File: src/rtl/adc_emul_pkg.sv
// ADC emulator shared definitions.
// Pattern mode codes and sequencer FSM state encodings.
package adc_emul_pkg;

  localparam logic [1:0] MODE_TRI   = 2'd0;
  localparam logic [1:0] MODE_RAMP  = 2'd1;
  localparam logic [1:0] MODE_CONST = 2'd2;
  localparam logic [1:0] MODE_ALT   = 2'd3;

  localparam logic [1:0] ST_IDLE = 2'd0;
  localparam logic [1:0] ST_ARM  = 2'd1;
  localparam logic [1:0] ST_RUN  = 2'd2;
  localparam logic [1:0] ST_DONE = 2'd3;

endpackage

File: src/rtl/adc_emul_if.sv
// ADC emulator control/sample bundle.
// master: board registers + LVDS stage; slave: adc_emul_ctrl.
interface adc_emul_if #(
  parameter int WIDTH = 4,
  parameter int CNT_W = 16
);
  logic [1:0]         cfg_mode;
  logic [WIDTH-1:0]   cfg_step;
  logic [WIDTH-1:0]   cfg_lo;
  logic [WIDTH-1:0]   cfg_hi;
  logic [CNT_W-1:0]   cfg_len;
  logic               start;
  logic               stop;
  logic               busy;
  logic               done;
  logic               cfg_err;
  logic               frame_clk;
  logic               samp_valid;
  logic [WIDTH-1:0]   samp_p;
  logic [WIDTH-1:0]   samp_n;
  logic [2*WIDTH-1:0] lvds;

  modport master (
    output cfg_mode, cfg_step, cfg_lo, cfg_hi, cfg_len,
    output start, stop,
    input  busy, done, cfg_err, frame_clk, samp_valid,
    input  samp_p, samp_n, lvds
  );

  modport slave (
    input  cfg_mode, cfg_step, cfg_lo, cfg_hi, cfg_len,
    input  start, stop,
    output busy, done, cfg_err, frame_clk, samp_valid,
    output samp_p, samp_n, lvds
  );
endinterface

File: src/rtl/adc_emul_patgen.sv
// Pattern accumulator: load -> acc=lo, advance -> next value per mode.
// In: clk, reset, load, advance, mode, step, lo, hi. Out: acc.
module adc_emul_patgen
  import adc_emul_pkg::*;
#(
  parameter int WIDTH = 4
) (
  input  logic             clk,
  input  logic             reset,
  input  logic             load,
  input  logic             advance,
  input  logic [1:0]       mode,
  input  logic [WIDTH-1:0] step,
  input  logic [WIDTH-1:0] lo,
  input  logic [WIDTH-1:0] hi,
  output logic [WIDTH-1:0] acc
);

  logic             dir_dn;
  logic             dir_nx;
  logic [WIDTH-1:0] acc_nx;
  logic [WIDTH:0]   stp;
  logic [WIDTH:0]   sum;
  logic [WIDTH:0]   lo_st;

  // one extra bit so bound tests never wrap
  assign stp   = (step == '0) ? {{WIDTH{1'b0}}, 1'b1}
                              : {1'b0, step};
  assign sum   = {1'b0, acc} + stp;
  assign lo_st = {1'b0, lo} + stp;

  always_comb begin
    acc_nx = acc;
    dir_nx = dir_dn;
    unique case (1'b1)
      (mode == MODE_TRI): begin
        if (!dir_dn) begin
          if (sum > {1'b0, hi}) begin
            acc_nx = hi;
            dir_nx = 1'b1;
          end else begin
            acc_nx = sum[WIDTH-1:0];
          end
        end else if ({1'b0, acc} < lo_st) begin
          acc_nx = lo;
          dir_nx = 1'b0;
        end else begin
          acc_nx = acc - stp[WIDTH-1:0];
        end
      end
      (mode == MODE_RAMP):
        acc_nx = (sum > {1'b0, hi}) ? lo : sum[WIDTH-1:0];
      (mode == MODE_CONST):
        acc_nx = hi;
      (mode == MODE_ALT):
        acc_nx = (acc == lo) ? hi : lo;
      default: acc_nx = acc;
    endcase
  end

  always_ff @(posedge clk or negedge reset) begin
    if (!reset) begin
      acc    <= '0;
      dir_dn <= 1'b0;
    end else if (load) begin
      acc    <= lo;
      dir_dn <= 1'b0;
    end else if (advance) begin
      acc    <= acc_nx;
      dir_dn <= dir_nx;
    end
  end

endmodule

File: src/rtl/adc_emul_ctrl.sv
// ADC emulator sequencer: FSM, p/n phase, burst counter, sample regs.
// Ports: clk, reset (async active-low), bus (adc_emul_if.slave).
module adc_emul_ctrl
  import adc_emul_pkg::*;
#(
  parameter int WIDTH = 4,
  parameter int CNT_W = 16
) (
  input logic       clk,
  input logic       reset,
  adc_emul_if.slave bus
);

  logic [1:0]       state;
  logic             ph;
  logic             stop_q;
  logic [CNT_W-1:0] cnt;
  logic [1:0]       mode_q;
  logic [WIDTH-1:0] step_q;
  logic [WIDTH-1:0] lo_q;
  logic [WIDTH-1:0] hi_q;
  logic [CNT_W-1:0] len_q;
  logic [WIDTH-1:0] acc;
  logic [WIDTH-1:0] samp_p;
  logic [WIDTH-1:0] samp_n;
  logic             done;
  logic             cfg_err;
  logic             frame_clk;
  logic             samp_valid;
  logic             last_pair;

  adc_emul_patgen #(.WIDTH(WIDTH)) u_patgen (
    .clk     (clk),
    .reset   (reset),
    .load    (state == ST_ARM),
    .advance (state == ST_RUN),
    .mode    (mode_q),
    .step    (step_q),
    .lo      (lo_q),
    .hi      (hi_q),
    .acc     (acc)
  );

  // stop in the closing cycle still counts as seen
  assign last_pair = ((len_q != '0) && (cnt == CNT_W'(1)))
                   || stop_q || bus.stop;

  always_ff @(posedge clk or negedge reset) begin
    if (!reset) begin
      state      <= ST_IDLE;
      ph         <= 1'b0;
      stop_q     <= 1'b0;
      cnt        <= '0;
      mode_q     <= '0;
      step_q     <= '0;
      lo_q       <= '0;
      hi_q       <= '0;
      len_q      <= '0;
      samp_p     <= '0;
      samp_n     <= '0;
      done       <= 1'b0;
      cfg_err    <= 1'b0;
      frame_clk  <= 1'b0;
      samp_valid <= 1'b0;
    end else begin
      done <= 1'b0;
      unique case (1'b1)
        (state == ST_IDLE): begin
          if (bus.start) begin
            if (bus.cfg_lo <= bus.cfg_hi) begin
              mode_q  <= bus.cfg_mode;
              step_q  <= bus.cfg_step;
              lo_q    <= bus.cfg_lo;
              hi_q    <= bus.cfg_hi;
              len_q   <= bus.cfg_len;
              cfg_err <= 1'b0;
              stop_q  <= 1'b0;
              state   <= ST_ARM;
            end else begin
              cfg_err <= 1'b1;
            end
          end
        end
        (state == ST_ARM): begin
          ph    <= 1'b0;
          cnt   <= len_q;
          state <= ST_RUN;
          if (bus.stop) stop_q <= 1'b1;
        end
        (state == ST_RUN): begin
          if (bus.stop) stop_q <= 1'b1;
          ph <= ~ph;
          if (!ph) begin
            samp_p     <= acc;
            frame_clk  <= 1'b1;
            samp_valid <= 1'b1;
          end else begin
            samp_n    <= acc;
            frame_clk <= 1'b0;
            if (len_q != '0) cnt <= cnt - CNT_W'(1);
            if (last_pair) state <= ST_DONE;
          end
        end
        (state == ST_DONE): begin
          done       <= 1'b1;
          samp_valid <= 1'b0;
          frame_clk  <= 1'b0;
          state      <= ST_IDLE;
        end
        default: state <= ST_IDLE;
      endcase
    end
  end

  assign bus.busy       = (state != ST_IDLE);
  assign bus.done       = done;
  assign bus.cfg_err    = cfg_err;
  assign bus.frame_clk  = frame_clk;
  assign bus.samp_valid = samp_valid;
  assign bus.samp_p     = samp_p;
  assign bus.samp_n     = samp_n;
  assign bus.lvds       = {samp_n, samp_p};

endmodule

File: src/flat_wrapper.sv
// flat-port wrapper written by rule: the top's interface ports become plain ports
module adc_emul_ctrl_flat import adc_emul_pkg::*;
#(
  parameter int WIDTH = 4,
  parameter int CNT_W = 16
)
  (clk, reset, bus_cfg_mode, bus_cfg_step, bus_cfg_lo, bus_cfg_hi, bus_cfg_len, bus_start, bus_stop, bus_busy, bus_done, bus_cfg_err, bus_frame_clk, bus_samp_valid, bus_samp_p, bus_samp_n, bus_lvds);
  adc_emul_if #(.WIDTH(WIDTH), .CNT_W(CNT_W)) bus_i ();
  input logic clk;
  input logic reset;
  input wire logic [$bits(bus_i.cfg_mode)-1:0] bus_cfg_mode;
  input wire logic [$bits(bus_i.cfg_step)-1:0] bus_cfg_step;
  input wire logic [$bits(bus_i.cfg_lo)-1:0] bus_cfg_lo;
  input wire logic [$bits(bus_i.cfg_hi)-1:0] bus_cfg_hi;
  input wire logic [$bits(bus_i.cfg_len)-1:0] bus_cfg_len;
  input wire logic [$bits(bus_i.start)-1:0] bus_start;
  input wire logic [$bits(bus_i.stop)-1:0] bus_stop;
  output wire logic [$bits(bus_i.busy)-1:0] bus_busy;
  output wire logic [$bits(bus_i.done)-1:0] bus_done;
  output wire logic [$bits(bus_i.cfg_err)-1:0] bus_cfg_err;
  output wire logic [$bits(bus_i.frame_clk)-1:0] bus_frame_clk;
  output wire logic [$bits(bus_i.samp_valid)-1:0] bus_samp_valid;
  output wire logic [$bits(bus_i.samp_p)-1:0] bus_samp_p;
  output wire logic [$bits(bus_i.samp_n)-1:0] bus_samp_n;
  output wire logic [$bits(bus_i.lvds)-1:0] bus_lvds;
  assign bus_i.cfg_mode = bus_cfg_mode;
  assign bus_i.cfg_step = bus_cfg_step;
  assign bus_i.cfg_lo = bus_cfg_lo;
  assign bus_i.cfg_hi = bus_cfg_hi;
  assign bus_i.cfg_len = bus_cfg_len;
  assign bus_i.start = bus_start;
  assign bus_i.stop = bus_stop;
  assign bus_busy = bus_i.busy;
  assign bus_done = bus_i.done;
  assign bus_cfg_err = bus_i.cfg_err;
  assign bus_frame_clk = bus_i.frame_clk;
  assign bus_samp_valid = bus_i.samp_valid;
  assign bus_samp_p = bus_i.samp_p;
  assign bus_samp_n = bus_i.samp_n;
  assign bus_lvds = bus_i.lvds;
  adc_emul_ctrl #(.WIDTH(WIDTH), .CNT_W(CNT_W)) u_core (.clk(clk), .reset(reset), .bus(bus_i));
endmodule
File: config.mk
export PLATFORM = sky130hd
export DESIGN_NAME = adc_emul_ctrl_flat
export DESIGN_NICKNAME = d
export VERILOG_FILES = /design/src/rtl/adc_emul_pkg.sv /design/src/rtl/adc_emul_if.sv /design/src/rtl/adc_emul_patgen.sv /design/src/rtl/adc_emul_ctrl.sv /design/src/flat_wrapper.sv
export SDC_FILE = /design/constraint.sdc
export NUM_CORES = 1
export LEC_CHECK = 0
export BUFFER_PORTS_ARGS = -buffer_cell sky130_fd_sc_hd__buf_4
export CAP_MARGIN = 25
export CORE_MARGIN = 2
export CORE_UTILIZATION = 55
export CTS_CLUSTER_DIAMETER = 50
export DETAILED_ROUTE_END_ITERATION = 12
export PLACE_DENSITY = 0.76
export REMOVE_ABC_BUFFERS = 1
export SYNTH_ARGS = -nofsm -noshare
export SYNTH_HDL_FRONTEND = slang
export SYNTH_SLANG_ARGS = --single-unit
export TNS_END_PERCENT = 20
File: constraint.sdc
create_clock -name clk -period 5.3 [get_ports clk]
set_input_delay 0.795 -clock clk [delete_from_list [all_inputs] [get_ports clk]]
set_output_delay 0.795 -clock clk [all_outputs]
set_load 0.01 [all_outputs]
Yosys cells after proc, flatten, opt, wreduce, memory -nomap -nowiden
Index checks and enable logic that the tools add are counted.
{ "op_classes": {"add_sub_neg": 4, "n_lt_le_gt_ge": 3, "n_eq_ne": 15, "mux": 34, "bitwise": 1, "n_reduce_logical": 24} }
{ "ops": {"columns": ["op", "count"], "rows": [
  ["16-bit 2-to-1 mux", 2],
  ["4-bit 2-to-1 mux", 8],
  ["16-bit one-hot mux with 2 select lines", 1],
  ["16-bit by 1-bit == test with 1-bit output (second input constant)", 1],
  ["4-bit one-hot mux with 4 select lines", 1],
  ["16-bit nonzero test", 1],
  ["16-bit by 1-bit subtractor with 16-bit output (second input constant)", 1],
  ["1-bit 2-to-1 mux", 13],
  ["2-bit AND reduction", 6],
  ["4-bit by 4-bit adder with 5-bit output", 2],
  ["2-bit nonzero test", 5],
  ["2-bit == test (second input constant)", 4],
  ["2-bit 2-to-1 mux", 4],
  ["2-bit by 1-bit inequality test with 1-bit output (second input constant)", 4],
  ["1-bit one-hot mux with 2 select lines", 4],
  ["4-bit AND reduction", 2],
  ["2-bit inequality test (second input constant)", 3],
  ["2-bit one-hot mux with 3 select lines", 1],
  ["3-bit AND reduction", 2],
  ["5-bit by 4-bit greater-than comparator with 1-bit output", 1],
  ["4-bit by 5-bit < comparator with 1-bit output", 1],
  ["5-bit nonzero test", 1],
  ["2-bit by 1-bit == test with 1-bit output (second input constant)", 2],
  ["4-bit == test", 1],
  ["8 further kinds", 10]
]} }
{ "word_totals": {"ff_bits": 67, "in_bits": 34, "output_inout_bits": 21, "wordCells": 98} }

Logic depth before layout (Yosys ltp)
{ "depth": {"ltp_word": 9, "mapped_depth": 12, "ltp_nobuf": 12} }

Hierarchy
From an unflattened synthesis, not the netlist that was laid out.
{ "unflattened": {"hier_cells": 426, "area_unflattened_um2": 4314.1} }
{ "by_module_without_submodules": {"columns": ["mod", "instances", "cells_each", "area_each_um2", "seq_area_each_um2"], "rows": [
  ["adc_emul_ctrl", 1, 270, 3065.4, 1551.5],
  ["adc_emul_patgen", 1, 156, 1248.7, 125.1]
]} }

Worst setup path after synthesis
Ideal clock, no wire load.
{ "synth_path": {"path_kind": "register to register", "from": "register u_core.step_q[2]", "to": "register u_core.u_patgen.acc[1]", "setup_time_ps": 101, "arrival_ps": 2750, "required_ps": 5199, "slack_ps": 2449, "path_stages_with_launch": 13, "path_buffers": 0, "period_less_slack_ps": 2851, "path_cell_list": "dfrtp_1 > nor3_1 > or2_2 > ha_1 > a21o_1 > a21oi_1 > xor2_1 > ha_1 > nor2_1 > or2_2 > or4_1 > o211a_1 > o32ai_1"} }
{ "synth_via": {"elab_chain_cells": 9, "elab_cells_between_ends": 14, "cone_classes": "add/sub: 3; order compare: 2; mux: 8; reduce/logical: 1"} }
{ "synth_rtl": {"columns": ["element", "line", "rtl"], "rows": [
  ["start, declared", "adc_emul_ctrl.sv:19", "logic [WIDTH-1:0] step_q;"],
  ["start signal, assigned", "adc_emul_ctrl.sv:72", "step_q <= bus.cfg_step;"],
  ["4-bit zero test", "adc_emul_patgen.sv:27", "assign stp = (step == '0) ? {{WIDTH{1'b0}}, 1'b1}"],
  ["4-bit 2-to-1 mux (*)", "adc_emul_patgen.sv:27", null],
  ["4-bit by 4-bit adder with 5-bit output, on equally long branches", "adc_emul_patgen.sv:29, adc_emul_patgen.sv:30", null],
  ["5-bit by 4-bit greater-than comparator with 1-bit output / 4-bit by 5-bit < comparator with 1-bit output (equally long branches)", "adc_emul_patgen.sv:38, adc_emul_patgen.sv:52, adc_emul_patgen.sv:44", null],
  ["4-bit 2-to-1 mux, on equally long branches", "adc_emul_patgen.sv:38, adc_emul_patgen.sv:44", null],
  ["4-bit 2-to-1 mux", "adc_emul_patgen.sv:37", "if (!dir_dn) begin"],
  ["4-bit one-hot mux with 4 select lines (*)", "adc_emul_patgen.sv:35", "unique case (1'b1)"],
  ["4-bit 2-to-1 mux (*)", "adc_emul_patgen.sv:68", "end else if (advance) begin"],
  ["4-bit 2-to-1 mux (*)", "adc_emul_patgen.sv:65", "end else if (load) begin"],
  ["end signal, assigned", "adc_emul_patgen.sv:66", "acc <= lo;"],
  ["end signal, assigned", "adc_emul_patgen.sv:69", "acc <= acc_nx;"],
  ["end, declared", "adc_emul_patgen.sv:16", "output logic [WIDTH-1:0] acc"]
]} }
Every way passes the cells marked *; elsewhere a longest branch is shown, timed or not. The select of a mux whose other input is x is not followed.
A chain may end at the register's enable or synchronous reset.

Worst setup path in the final report
{ "layout_path": {"from": "register u_core.step_q[1]", "to": "register u_core.u_patgen.acc[1]"} }
Same word-level chain as after synthesis.

==> qor.yml <==
status: "completed"
grt_max_degree: 68
drt_iter0_drc: 374
layout.nets: 551
coreArea_um2: 7650
async_reset_ff_share_pct: 100
design_area_um2: 4940
syn_avg_cell_area_um2: 9.63
h-tree-depth: 3
maxCapViolCount: 0
finalMaxSlewViolations: 0
dr.pass1.iters: 5
ys.warnings.count: 0
place_ws_ps: 2140
finalCritPeriodShare_pct: 61.0
gr-total-overflow: 0
grt_util_all_layers_pct: 25.3
rsz0062_at_grt: "false"
num_rows: 32
layout_common_cells: "67 x dfrtp_1, 56 x buf_4, 32 x o21ai_0, 30 x nand2_1, 30 x mux2_2"
diodes: 0
clockBufferDepth: 2
fin_tns_setup_ps: 0
final.setup.worst_slack_ps: 2070
antenna_found_initial: 0
synth_cell_types: 61
hold_viol_final: 0
endpoint_kind: "flop"
postSynthCellCount: 445
cts.sinks: 67
worst_slew_pin_slew_ps: 854
dieArea_um2: 8520
finalSetupViolCount: 0
cts_resized: 0
place.gp.congestion: 0.996
startpoint_type: "flop"
synth_edf_count: 0
postCtsHoldBufs: 0
synth_area_um2: 4290
post_dp_cell_area_um2: 4710
ys_ff_latch: 67
postCtsSetupRepairBufs: 0
area_growth_pct: 15.2
grt_pass1_vias: 3535
ant_nets: 0
cp_data_required_time_ps: 5520
cp_max_fo: 6
max_slew_margin_pct: 43.1
cts_tree: "done"
max_freq_ghz: 0.309
wl_per_cell_um: 17.5
ios: 55
synth_seq_area_share_pct: 39.1
yosys_most_used_dff: "dfrtp_1"
die_w_um: 92.3
wl_um: 10400
cts_buffers: 9
crit_chain: "nor3_1, or2_2, ha_1, inv_1, fa_1, xor2_1, ha_1, nand4_1, a221oi_1, nand2_1, a211oi_1, o32ai_1"
max_stage_delay_ps: 460
route.detailed.drc: 0
hpwlAfterDp_um: 7540
vias: 3668
initial_core_util_pct: 56.1
period_needed_ps: 3230
cp_slowest_cell: "dfrtp_1"
port_buffers: 54
cp_data_arrival_time_ps: 3460
drive_gt1_share_pct: 22.4
path_common_cell: "ha_1"
clock_latency_ps: 340
worstSetupPathType: "reg -> reg"
final.setup_skew_ps: 7.03
grt_pass1_wl_um: 17100
final_common_cell: "dfrtp_1"
cts-root-buf: "clkbuf_8"
hp-class: "reg -> reg"
die_h_um: 92.3
clk_pin_slew_worst_paths_ps: 80
routed_via_density: 6.19
-- worst max-delay path: cells and delay by family (launching register included) --
| family | cells | cell delay, ps |
|---|---|---|
| simple gates | 4 | 760 |
| compound gates | 3 | 710 |
| flops | 1 | 460 |
| buf+inv | 1 | 60 |
| fa+ha+maj | 3 | 910 |
| xor+xnor | 1 | 200 |
-- kinds of logic (layout without fill, tap and decap cells) --
group	after synthesis	in the layout	synth area share, %
adders and majority gates	31	31	9.57
AOI/OAI and AO/OA	122	122	18.7
muxes	43	43	10.9
DFF	67	67	39.1
xor gates and xnor gates	9	9	1.84
and+or+nand+nor	117	117	14.2
buffers and inverters	56	102	5.63
-- sequential cells by signal (all words and copies together) (netlist names) --
| name | cells |
|---|---|
| u_core.bus.cfg_err | 1 |
| u_core.bus.done | 1 |
| u_core.bus.frame_clk | 1 |
| u_core.bus.samp_n | 4 |
| u_core.bus.samp_p | 4 |
| u_core.bus.samp_valid | 1 |
| u_core.cnt | 16 |
| u_core.hi_q | 4 |
| u_core.len_q | 16 |
| u_core.lo_q | 4 |
| u_core.mode_q | 2 |
| u_core.ph | 1 |
| u_core.state | 2 |
| u_core.step_q | 4 |
| u_core.stop_q | 1 |
| u_core.u_patgen.acc | 4 |
| u_core.u_patgen.dir_dn | 1 |
-- per-layer routing --
| metal | wire length [µm] | track usage (%) | up-vias |
|---|---|---|---|
| met3 | 677 | 4.44 | 20 |
| met1 | 4690 | 35.9 | 1790 |
| met2 | 4800 | 38.7 | 143 |
| li1 | - | - | 1715 |
| met5 | 0 | 0 | - |
| met4 | 185 | 10.1 | 0 |
-- path summary, 6_finish.rpt --
kind,startpoint,to,slack [ps],cells past startpoint
worst min register to register,u_core.bus.cfg_err,u_core.bus.cfg_err,500,2
worst max register to register,u_core.step_q[1],u_core.u_patgen.acc[1],2070,12
max in group asynchronous,reset,u_core.bus.samp_p[3],4170,1
worst max-delay path,u_core.step_q[1],u_core.u_patgen.acc[1],2070,12
worst min-delay path,u_core.bus.cfg_err,u_core.bus.cfg_err,500,2
min in group asynchronous,reset,u_core.lo_q[2],530,1
-- metrics by stage --
step	instances	utilization (%)	hold slack, ps
detailed placement	577	61.6	480
global placement	576	61.5	474
global route	593	64.6	536
CTS	593	64.6	500
finish	593	64.6	498
floorplan	418	-	461
-- synthesized netlist by cell type, drive strengths merged (8+ instances only) --
library cell  count  area (µm²)
mux2             30         338
inv              29         109
nor4              8        50.1
buf              13        80.1
nor2             19        71.3
a31oi             9        56.3
nand2            30         113
nor3              8        40.0
nand3            11        55.1
dfrtp            67        1680
a21oi            22         110
clkbuf           14        52.6
mux2i            13         130
o21ai            33         165
ha               28         350
-- final cells by class --
| class | instances | area (µm²) |
|---|---|---|
| clock inverter | 6 | 88.8 |
| sequential | 67 | 1680 |
| inverter | 29 | 109 |
| fill | 649 | 2710 |
| tap | 102 | 128 |
| timing repair buffer | 57 | 432 |
| multi-input combinational | 322 | 2370 |
| clock buffer | 10 | 138 |
Power is left out: the tool's default activity adds up to more than one toggle a clock period on the data nets, which glitch-free logic cannot reach.
